[src/rtl/store_fifo_pkg.sv]
// Shared defaults, status-bit layout and width helpers for the store output FIFO.
package store_fifo_pkg;

    localparam int DW_D    = 4;
    localparam int AW_D    = 4;
    localparam int DEPTH_D = 8;

    localparam logic [3:0] PORT_ADDR_D = 4'hF;
    localparam logic [3:0] STAT_ADDR_D = 4'hE;

    localparam int ST_OVF   = 3;
    localparam int ST_FULL  = 2;
    localparam int ST_EMPTY = 1;
    localparam int ST_LOW   = 0;

    function automatic int ptr_w(input int depth);
        return $clog2(depth);
    endfunction

    typedef logic [ptr_w(DEPTH_D)-1:0] ptr_t;
    typedef logic [ptr_w(DEPTH_D):0]   count_t;

endpackage

[src/rtl/store_output_fifo_sfifo_ram.sv]
// FIFO storage: synchronous write port, asynchronous read port.
module sfifo_ram
    import store_fifo_pkg::*;
#(
    parameter int DW    = DW_D,
    parameter int DEPTH = DEPTH_D
) (
    input  logic                      i_clk,
    input  logic                      i_we,
    input  logic [ptr_w(DEPTH)-1:0]   i_waddr,
    input  logic [DW-1:0]             i_wdata,
    input  logic [ptr_w(DEPTH)-1:0]   i_raddr,
    output logic [DW-1:0]             o_rdata
);

    logic [DW-1:0] r_mem [DEPTH];

    // Storage write; contents are intentionally left uninitialised by reset.
    always_ff @(posedge i_clk) begin
        if (i_we) begin
            r_mem[i_waddr] <= i_wdata;
        end
    end

    assign o_rdata = r_mem[i_raddr];

endmodule

[src/rtl/store_output_fifo.sv]
// Snooping store-port FIFO with valid/ready drain and status word.
// Optional macro STORE_FIFO_COUNT_EN adds the LEVEL port and the low-water status bit.
module store_output_fifo
    import store_fifo_pkg::*;
#(
    parameter int            DW        = DW_D,
    parameter int            AW        = AW_D,
    parameter int            DEPTH     = DEPTH_D,
    parameter logic [AW-1:0] PORT_ADDR = PORT_ADDR_D,
    parameter logic [AW-1:0] STAT_ADDR = STAT_ADDR_D
) (
    input  logic                    CLK,
    input  logic                    RST_N,
    input  logic                    MW,
    input  logic [AW-1:0]           ADDR,
    input  logic [DW-1:0]           WDATA,
    output logic                    RD_HIT,
    output logic [DW-1:0]           RD_DATA,
    output logic                    OUT_VALID,
    input  logic                    OUT_READY,
    output logic [DW-1:0]           OUT_DATA,
`ifdef STORE_FIFO_COUNT_EN
    output logic [ptr_w(DEPTH):0]   LEVEL,
`endif
    output logic                    OVF
);

    localparam int PW = ptr_w(DEPTH);
    localparam logic [PW:0]   CNT_FULL = DEPTH[PW:0];
    localparam logic [PW:0]   CNT_HALF = (DEPTH / 2);
    localparam logic [PW:0]   CNT_ONE  = 1;
    localparam logic [PW-1:0] PTR_ONE  = 1;

    logic [PW-1:0] r_wr_ptr;
    logic [PW-1:0] r_rd_ptr;
    logic [PW:0]   r_count;
    logic          r_ovf;

    logic          w_full;
    logic          w_empty;
    logic          w_push_req;
    logic          w_pop;
    logic          w_push;
    logic          w_drop;
    logic          w_clr;
    logic [PW:0]   w_count_nxt;
    logic          w_ovf_nxt;
    logic [DW-1:0] w_ram_rdata;
    logic [DW-1:0] w_status;

    assign w_full     = (r_count == CNT_FULL);
    assign w_empty    = (r_count == '0);
    assign w_push_req = MW && (ADDR == PORT_ADDR);
    assign w_pop      = OUT_VALID && OUT_READY;
    // A full FIFO still accepts a store when the head leaves in the same cycle.
    assign w_push     = w_push_req && (!w_full || w_pop);
    assign w_drop     = w_push_req && w_full && !w_pop;
    assign w_clr      = MW && (ADDR == STAT_ADDR) && WDATA[DW-1];

    // Occupancy and overflow next-state; a drop outranks a clear.
    always_comb begin
        w_count_nxt = r_count;
        w_ovf_nxt   = r_ovf;
        case ({w_push, w_pop})
            2'b10:   w_count_nxt = r_count + CNT_ONE;
            2'b01:   w_count_nxt = r_count - CNT_ONE;
            default: w_count_nxt = r_count;
        endcase
        if (w_drop) begin
            w_ovf_nxt = 1'b1;
        end else if (w_clr) begin
            w_ovf_nxt = 1'b0;
        end else begin
            w_ovf_nxt = r_ovf;
        end
    end

    // Pointer, count and overflow state.
    always_ff @(posedge CLK or negedge RST_N) begin
        if (!RST_N) begin
            r_wr_ptr <= '0;
            r_rd_ptr <= '0;
            r_count  <= '0;
            r_ovf    <= 1'b0;
        end else begin
            r_count <= w_count_nxt;
            r_ovf   <= w_ovf_nxt;
            if (w_push) begin
                r_wr_ptr <= r_wr_ptr + PTR_ONE;
            end
            if (w_pop) begin
                r_rd_ptr <= r_rd_ptr + PTR_ONE;
            end
        end
    end

    sfifo_ram #(
        .DW    (DW),
        .DEPTH (DEPTH)
    ) u_ram (
        .i_clk   (CLK),
        .i_we    (w_push),
        .i_waddr (r_wr_ptr),
        .i_wdata (WDATA),
        .i_raddr (r_rd_ptr),
        .o_rdata (w_ram_rdata)
    );

    // Status word assembly.
    always_comb begin
        w_status           = '0;
        w_status[ST_OVF]   = r_ovf;
        w_status[ST_FULL]  = w_full;
        w_status[ST_EMPTY] = w_empty;
`ifdef STORE_FIFO_COUNT_EN
        w_status[ST_LOW]   = !w_empty && (r_count < CNT_HALF);
`else
        w_status[ST_LOW]   = 1'b0;
`endif
    end

    assign RD_HIT    = (ADDR == STAT_ADDR);
    assign RD_DATA   = w_status;
    assign OVF       = r_ovf;
    assign OUT_VALID = !w_empty;
    // Mask the unreset RAM so the output reads zero while empty.
    assign OUT_DATA  = OUT_VALID ? w_ram_rdata : '0;
`ifdef STORE_FIFO_COUNT_EN
    assign LEVEL     = r_count;
`endif

endmodule

[config.mk]
export PLATFORM = sky130hd
export DESIGN_NAME = store_output_fifo
export DESIGN_NICKNAME = d
export VERILOG_FILES = /design/src/rtl/store_fifo_pkg.sv /design/src/rtl/store_output_fifo_sfifo_ram.sv /design/src/rtl/store_output_fifo.sv
export SDC_FILE = /design/constraint.sdc
export NUM_CORES = 1
export LEC_CHECK = 0
export ABC_AREA = 1
export CAP_MARGIN = 20
export CORE_MARGIN = 1
export CORE_UTILIZATION = 55
export CTS_CLUSTER_SIZE = 10
export DETAILED_ROUTE_END_ITERATION = 8
export PLACE_DENSITY = 0.75
export SLEW_MARGIN = 25
export SYNTH_ARGS = -nofsm -noshare
export SYNTH_HDL_FRONTEND = slang
export SYNTH_SLANG_ARGS = --single-unit
[constraint.sdc]
create_clock -name CLK -period 2.6 [get_ports CLK]
set_clock_uncertainty 0.05 [all_clocks]
set_input_delay 0.65 -clock CLK [delete_from_list [all_inputs] [get_ports CLK]]
set_output_delay 0.65 -clock CLK [all_outputs]
set_load 0.005 [all_outputs]
After elaboration in Yosys (flattened, before gate mapping)

Memory sizes are Yosys's and may differ from the RTL's.
Cells that the tools add are included.

Output and inout bits: 11
Register bits: 11
Memories kept: 1
Input bits: 12
Memory bits (writable): 32
Logic and storage cells: 34

Memories:

| name        | depth | bits a word | read ports | clocked after memory_dff | wr ports | line                              | source |
|---|---|---|---|---|---|---|---|
| u_ram.r_mem | 8     | 4           | 1          | 0                        | 1        | store_output_fifo_sfifo_ram.sv:16 | `logic [DW-1:0] r_mem [DEPTH];` |

Muxes and demuxes: 6
Reduce and logical (&&, ||, !) cells: 14
Equality and inequality tests: 5
$add $sub $neg: 4

Operators by type and width:

| operator                                          | number |
|---|---|
| == test 4 bit (second input constant)             | 3 |
| case mux 4 bit (2 select lines)                   | 1 |
| logical AND 1 bit                                 | 7 |
| adder 3 x 1 -> 3 bit (second input constant)      | 2 |
| adder 4 x 1 -> 4 bit (second input constant)      | 1 |
| zero test 4 bit                                   | 1 |
| two-way mux 1 bit                                 | 4 |
| two-way mux 4 bit                                 | 1 |
| nonzero test 2 bit                                | 2 |
| subtractor 4 x 1 -> 4 bit (second input constant) | 1 |
| zero test 1 bit                                   | 3 |
| == test 2 x 1 -> 1 bit (second input constant)    | 1 |
| == test 2 bit (second input constant)             | 1 |
| logical OR 1 bit                                  | 1 |

Longest topological paths before layout

Depth after elaboration: 7
Depth in mapped cells: 14
Depth with buffers taken out: 14

Modules after synthesis

A second synthesis with hierarchy kept.

Cell total of the unflattened synthesis: 247
Area, all modules: 2,214.6 sq um

Modules (own cells, without submodules):

| module            | seq. area each (sq um) | area each (sq um) | instances | cells an instance |
|---|---|---|---|---|
| sfifo_ram         | 960.9                  | 1,487.7           | 1         | 156 |
| store_output_fifo | 275.3                  | 726.9             | 1         | 91 |

Worst setup path after synthesis

No wires, ideal clock.

Path type: input-to-reg
Start: in ADDR[2]
End: reg r_count[2]
Buffers on the path: 0
Library setup time: 0.128 ns
Stages on the path: 10
Arrival time: 1.880 ns
Required time: 2.422 ns
Slack: 0.542 ns
Path through: nand3_1 > nor2_1 > nand2_4 > ha_1 > nor2_1 > nor2_1 > ha_1 > a21oi_1 > xor2_1 > o21ai_0

Cells in the longest elaborated chain, start to end: 5
Elaborated cells between the ends (all ways): 7
Classes of those cells: eq/ne (3); mux (1); reduce/logical (3)

Ends and longest elaborated chain:

| element                                                                      | line                    | source |
|---|---|---|
| from (decl)                                                                  | store_output_fifo.sv:15 | `input logic [AW-1:0] ADDR,` |
| == test 4 bit (*)                                                            | store_output_fifo.sv:53 | `assign w_push_req = MW && (ADDR == PORT_ADDR);` |
| logical AND 1 bit (*)                                                        | store_output_fifo.sv:53 |  |
| logical AND 1 bit (*)                                                        | store_output_fifo.sv:56 | `assign w_push = w_push_req && (!w_full \|\| w_pop);` |
| == test 2 x 1 -> 1 bit / == test 2 bit (equally long branches)               | store_output_fifo.sv:64 | `case ({w_push, w_pop})` |
| case mux 4 bit (2 select lines) / nonzero test 2 bit (equally long branches) | -                       |  |
| to (signal assigned)                                                         | store_output_fifo.sv:86 | `r_count <= w_count_nxt;` |
| to (decl)                                                                    | store_output_fifo.sv:36 | `logic [PW:0] r_count;` |

Mark *: on every way between the ends. The rest lies on a longest branch, timed or not.
A chain may end at the register's enable or synchronous reset.

Worst setup path after layout

Start: reg r_rd_ptr[0]
End: out OUT_DATA[2]

Cells in the longest elaborated chain, start to end: 2

Ends and longest elaborated chain:

| element                | line                     | source |
|---|---|---|
| from (decl)            | store_output_fifo.sv:35  | `logic [PW-1:0] r_rd_ptr;` |
| from (signal assigned) | store_output_fifo.sv:92  | `r_rd_ptr <= r_rd_ptr + PTR_ONE;` |
| memory (8 x 4 bit)     | -                        |  |
| two-way mux 4 bit      | store_output_fifo.sv:127 | `assign OUT_DATA = OUT_VALID ? w_ram_rdata : '0;` |
| to (decl)              | store_output_fifo.sv:21  | `output logic [DW-1:0] OUT_DATA,` |

Every way passes these cells.

==> Flow_metrics.wiki <==
{| class="wikitable"
! Metric !! Value
|-
| Critical path data required time || 1900 ps
|-
| Height of the chip || 62.2 um
|-
| Endpoints failing hold || 0
|-
| Top flip-flop cell by instance count after synthesis || sky130_fd_sc_hd__edfxtp_1
|-
| Final period util || between 90% and 100%
|-
| First-pass GRT wire length || roughly 6600 um
|-
| Origin of the critical flop-to-flop path || r_count[0]
|-
| Grt ovf || 0
|-
| CTS max path bufs || 2
|-
| Via-to-Cell Ratio || between 5 and 6
|-
| Source-to-sink clock delay at the later pin of the worst-skew pair || ~340 ps
|-
| Drc violations || 0
|-
| Global-route met2 utilization || 36.3%
|-
| Count of different cell masters after synthesis || 26
|-
| Number of CTS-inserted buffers || 5
|-
| Beginning of the worst hold path || OVF
|-
| GPL Wtd Cong || between 0.8 and 0.9
|-
| Slowest cell on the critical path || sky130_fd_sc_hd__dfrtp_2
|-
| HPWL Detailed || ~2900 um
|-
| CP most frequent cell || sky130_fd_sc_hd__nor2_1
|-
| Leak pwr || 0.997 nW
|-
| Depth of the most critical reg-to-reg path || 11
|-
| Post-synthesis cell count || 192
|-
| Power Dens Cells || slightly above 900 nW/um^2
|-
| Async set-reset flop share out of synthesis || around a quarter
|-
| Yosys reg bits || 43
|-
| CP top delay family || buffers and inverters
|-
| Number of cells on the worst hold path || 2
|-
| Number of standard-cell rows in the floorplan || 21
|-
| Vias in the first global route || roughly 1400
|-
| Leading cell types in the layout, fill and taps excluded || sky130_fd_sc_hd__nor2_1, sky130_fd_sc_hd__edfxtp_1, sky130_fd_sc_hd__nand2_1
|-
| Area of the core || roughly 3400 um^2
|-
| Overall power after layout || approximately 2.3 mW
|-
| Final min period || about 2500 ps
|-
| GRT met3 Usage || under 10%
|-
| Largest family of logic cells by synthesized area || simple AND/OR/NAND/NOR gates
|-
| Net load switching power || roughly 0.84 mW
|-
| Maximum vdd drop || between 0.4 and 0.5 mV
|-
| Syn nets || between 200 and 250
|-
| Xor and xnor fraction of the mapped netlist area || 2.63%
|-
| Int Pwr || 1.41 mW
|-
| Number of setup violations in the final report || 0
|-
| Drt first-iter violations || 129
|-
| Root Buffer Master || sky130_fd_sc_hd__clkbuf_4
|-
| Startpoint Class || register
|-
| Total count of max-transition violations in the final report || 0
|-
| Gate power share || 44.2%
|-
| Ordered cell list for the critical path || buf_6, buf_4, nor2_1, nor2_1, o21ai_0, o211ai_1, nand2_1, nor2_1, dlygate4sd2_1
|-
| Post-Synth Adder-Cell Area || 3.14%
|-
| Fraction of layout cells with a size suffix above 1 || between 10% and 20%
|-
| Final-stage net count || roughly 250
|-
| Sequential share of the synthesized area || between 60 and 70%
|-
| Unrepaired setup endpoints after global routing || no
|-
| Count of antenna diodes in the layout || 0
|-
| Switching part of the total power || between 30 and 40%
|-
| Synth area leader || sky130_fd_sc_hd__edfxtp_1
|-
| Routed len/inst || 14.0 um
|-
| Sequential fraction of design power || around 43%
|-
| Total buffers and inverters traversed by the critical path || 3
|-
| Synthesized-area fraction occupied by and/or/nand/nor cells || about 17%
|-
| Beginning of the critical path || r_rd_ptr[0]
|-
| Crit Path Class || register to output port
|-
| Yosys warnings || 0
|-
| Number of placed I/O pins || 23
|-
| Clock sink count || 43
|-
| PortBufs || 21
|-
| Setup Slack @ Placement || -83.4 ps
|-
| Signed area change from the synthesized netlist to the final layout || 21.0%
|-
| Maximum number of pins on one net before global-route repair || 18
|-
| Critical Path AT || 1770 ps
|-
| Vias after detailed routing || ~1500
|-
| Count of flip-flops with a built-in enable after synthesis || 32
|-
| Achievable frequency || 404 MHz
|-
| Portion of total power attributed to the clock network || between 10% and 20%
|-
| Area of the die || roughly 3900 um^2
|-
| Biggest area contributors in the synthesized netlist || sky130_fd_sc_hd__edfxtp_1, sky130_fd_sc_hd__dfrtp_1, sky130_fd_sc_hd__nor2_1
|-
| Register clock-pin slew on the reported worst setup and hold paths || between 100 and 150 ps
|-
| CP Depth || 9
|-
| Most common cell after layout, fill and taps aside || sky130_fd_sc_hd__nor2_1
|-
| Compound-Gate Fraction of Synth Area || approximately 9%
|-
| Antenna violations before repair || 0
|-
| Smallest setup slack after layout || between 100 and 150 ps
|-
| Die span in x || ~62 um
|-
| Maximum capacitance violations || 0
|-
| TritonCTS clock tree || yes
|-
| Slowest cell delay on critical path || 460 ps
|-
| Worst setup EP type || output port
|-
| Outcome || complete, no violations
|-
| Portion of netlist area occupied by mux cells || 0%
|-
| TritonRoute pass-1 iters || 4
|-
| Share of Yosys cell area claimed by the top area cell type || about half
|-
| Cell Area, Synth || 1990 um^2
|-
| Measured slew at the worst slew-check pin || approximately 540 ps
|-
| Aggregate routed wire length || around 3900 um
|-
| Starting density of the core || between 50% and 60%
|-
| Antenna viol nets, final || 0
|-
| Largest driver fanout on the critical path || 5
|-
| Met1 Resource Use GR || 29.9%
|-
| Layer with the highest usage || met2
|-
| Overall fraction of global-route tracks in use || between 20% and 30%
|-
| CTS HTree Levels || 2
|-
| Max-slew headroom at the worst pin || 64.1%
|-
| Average instance area after synthesis || between 10 and 15 um^2
|-
| Worst hold path class || register to register
|}
## worst min-delay path: cells and delay by family (launching register included)
family,cells,cell delay [ps]
compound gates,1,60
flops,1,400
simple gates,1,70
## per-stage QoR
step	setup TNS [ps]	cells	hold WS, ps	instance area (um^2)	utilization (%)
after global placement	0	262	452	2290	67.0
after floorplan	0	192	304	1990	-
after CTS	0	276	508	2400	70.4
final	0	277	509	2410	70.6
after global routing	0	277	536	2410	70.6
after detailed placement	-86.1	262	474	2290	67.0
## power groups by stage
stage / sequential [mW] / combinational [mW] / clock (mW)
5_1_grt: 0.970 / 1.14 / 0.328
3_5_place_dp: 0.978 / 0.894 / 0
6_report: 0.957 / 0.995 / 0.299
4_1_cts: 0.959 / 0.978 / 0.305
2_1_floorplan: 0.906 / 0.649 / 0
3_3_place_gp: 0.969 / 0.855 / 0
## cell type report
type,count,area [um^2]
well taps,46,57.6
clock buffers,6,41.3
inverters,17,68.8
clock inverters,2,7.51
repair buffers,40,367
flip-flops and latches,43,1240
multi-input cells,123,632
fillers,273,1000
## cells in the mapped netlist (2+ instances only)
cell type	number
sky130_fd_sc_hd__inv_2	3
sky130_fd_sc_hd__nand2_1	27
sky130_fd_sc_hd__o21ai_0	22
sky130_fd_sc_hd__ha_1	5
sky130_fd_sc_hd__o211ai_1	4
sky130_fd_sc_hd__o22ai_1	4
sky130_fd_sc_hd__buf_4	5
sky130_fd_sc_hd__nor2_1	41
sky130_fd_sc_hd__buf_2	2
sky130_fd_sc_hd__xnor2_1	3
sky130_fd_sc_hd__dfrtp_1	11
sky130_fd_sc_hd__edfxtp_1	32
sky130_fd_sc_hd__nand3_1	5
sky130_fd_sc_hd__inv_1	14
sky130_fd_sc_hd__xor2_1	3
## cell families (layout without fill, tap and decap cells)
logic type	after synthesis	in the layout
and+or+nand+nor	79	79
DFF	43	43
AOI/OAI and AO/OA	32	32
buffers and inverters	26	65
xor gates and xnor gates	6	6
adders and majority gates	5	5
other	1	1
## final timing paths
path | slack, ps | endpoint
setup / recovery | 130 | OUT_DATA[2]
max in group asynchronous | 1530 | r_rd_ptr[0]
setup reg to reg | 330 | r_count[2]
hold reg to reg | 510 | OVF
hold / removal | 510 | OVF
min in group asynchronous | 590 | r_count[1]
## layer usage
layer	up-vias	part of all wire (%)
li1	719	-
met1	697	46
met2	35	49
met3	8	2.9
met4	0	2.0
met5	-	0
## timing repair
item                                    4_1_cts  5_1_grt
hold buffers                                  0        0
endpoints found under the setup margin        5        1
gates resized for setup                      11        0
pin swaps                                     2        0
cloned                                        0        0
setup buffers                                 6        1
## registers in the layout, indices dropped and copies added, names as in the netlist
name / count
r_count: 4
r_wr_ptr: 3
OVF: 1
u_ram.r_mem: 32
r_rd_ptr: 3
(Power assumes the default switching activity.)
==> edit (same flow settings) <==
Make the reset (`RST_N`) synchronous in one clocked block. Comments in the files are not updated.
--- a/src/rtl/store_output_fifo.sv
+++ b/src/rtl/store_output_fifo.sv
@@ -78,3 +78,3 @@
     // Pointer, count and overflow state.
-    always_ff @(posedge CLK or negedge RST_N) begin
+    always_ff @(posedge CLK) begin
         if (!RST_N) begin
Check against the original RTL: differs if RST_N is asserted again (counterexample within 4 cycles, from zero or initial values and one cycle with RST_N low); with RST_N held inactive, the same outputs for 10 cycles.
==> edit against the unedited design <==
Design area rose by 2.6%; via count rose by 4.7%; routed wire length rose by 5.2%; global-route usage rose by 0.14 points; sequential cell count rose by 3; synthesized area rose by 4.0%; clock power rose by 40%; worst setup slack got worse by 0.044 ns; die area rose by 3.9%; worst hold slack got worse by 0.061 ns; power fell by 4.5%; count of clock-buffer cells in the layout fell by 1; critical path type unchanged; largest cell class unchanged.
==> edit: results (changes against the unedited design) <==
| Metric | Value |
|---|---|
| Outcome | `finished clean (unchanged)` |
| Leakage | `0.000990 uW (was 0.000997 uW)` |
| Reg2Reg Setup Slack | `0.71 ns (was 0.33 ns)` |
| Worst-Skew Late Latency | `0.30 ns (was 0.34 ns)` |
| Post-layout util | `71.4% (was 70.6%)` |
| Clk slew on worst S/H paths | `0.08 ns (was 0.12 ns)` |
| Arr. time, crit path | `1.82 ns (was 1.77 ns)` |
| Fin cells | `284 (was 277)` |
| Synth Register Bits | `46 (was 43)` |
| ClkCell Share | `3.44% (was 2.02%)` |
| Met2 usage | `36.7% (was 36.3%)` |
| R2R Path Start | `r_count[1]$_SDFFE_PN0P_ (was r_count[0]$_DFFE_PN0P_)` |
| NonClk Buf Share | `12.2% (was 15.2%)` |
| Post-synthesis async set-or-reset flop share | `0% (was 25.6%)` |
| Worst hold start | `OVF$_SDFFE_PN0P_ (was OVF$_DFFE_PN0P_)` |
| Non-clk bufs | `32 (was 40)` |
| Post-DP HPWL | `2930 um (was 2860 um)` |
| DR vias/cell | `5.38 (was 5.27)` |
| Largest cells by area after synthesis | `edfxtp_1, dfxtp_1, nor2_1, o21ai_0, nand2_1 (was edfxtp_1, dfrtp_1, nor2_1, o21ai_0, nand2_1)` |
| Multi-input gates | `133 (was 123)` |
| R2R cell count | `13 (was 11)` |
| Register area share after synthesis | `59.8% (was 62.0%)` |
| Met1 Usage GRT | `26.4% (was 29.9%)` |
| Syn Area/Cell | `10.0 sq um (was 10.4 sq um)` |
| Area after DPL | `0.00235 sq mm (was 0.00229 sq mm)` |
| Hold slack | `0.447 ns (was 0.509 ns)` |
| Clock Root Buffer | `clkbuf_8 (was clkbuf_4)` |
| Final RePlAce weighted congestion | `0.778 (was 0.829)` |
| WL met1 | `1650 um (was 1780 um)` |
| Synth Area in Adders | `3.38% (was 3.14%)` |
| Synth Area in Compound Gates | `9.65% (was 8.91%)` |
| Tot GR Track Use | `22.6% (was 22.4%)` |
| Library cells used by synthesis | `28 (was 26)` |
| Postcts setup bufs | `0 (was 6)` |
| # fillers | `276 (was 273)` |
| Sequential Area | `0.00125 sq mm (was 0.00124 sq mm)` |
| Largest net degree at the start of global routing | `17 (was 18)` |
| Worst reg2reg endpoint | `r_count[3]$_SDFFE_PN0P_ (was r_count[2]$_DFFE_PN0P_)` |
| XOR/XNOR share of the synthesized area | `0.844% (was 2.63%)` |
| Multi-input gate area | `711 sq um (was 632 sq um)` |
| Final #Nets | `254 (was 247)` |
| Met2 wire length | `2010 um (was 1920 um)` |
| Routed len/inst | `14.4 um (was 14.0 um)` |
edit: cell types whose count changed after synthesis, sizes merged, moves of 3 or more:
cell	delta
a21oi	+7
dfrtp	-11
dfxtp	+14
nand2	-3
nand3	+3
nor2	+3
nor3	+6
edit: worst max-delay path by stage:
stage	startpoint	to	slack, ns	depth (start not counted)
5_1_grt	flip-flop	OUT_DATA[1]	-0.03	6
3_5_place_dp	MW	r_count[3]$_SDFFE_PN0P_	0.001	15
4_1_cts	flip-flop	OUT_DATA[1]	0.009	6
2_1_floorplan	ADDR[2]	r_count[3]$_SDFFE_PN0P_	0.59	14
6_report	flip-flop	OUT_DATA[3]	0.08	6
3_3_place_gp	ADDR[2]	RD_HIT	0.06	4
edit: power by group:
group          total, uW  switching, uW  internal, uW
clock network        420            235           184
registers            912           75.5           836
logic                819            438           381
edit: critical path, delay by kind of cell (launching register included):
kind | cells | cell delay (ns)
simple gates | 2 | 0.19
buf+inv | 2 | 0.65
flops | 1 | 0.42
compound gates | 2 | 0.26
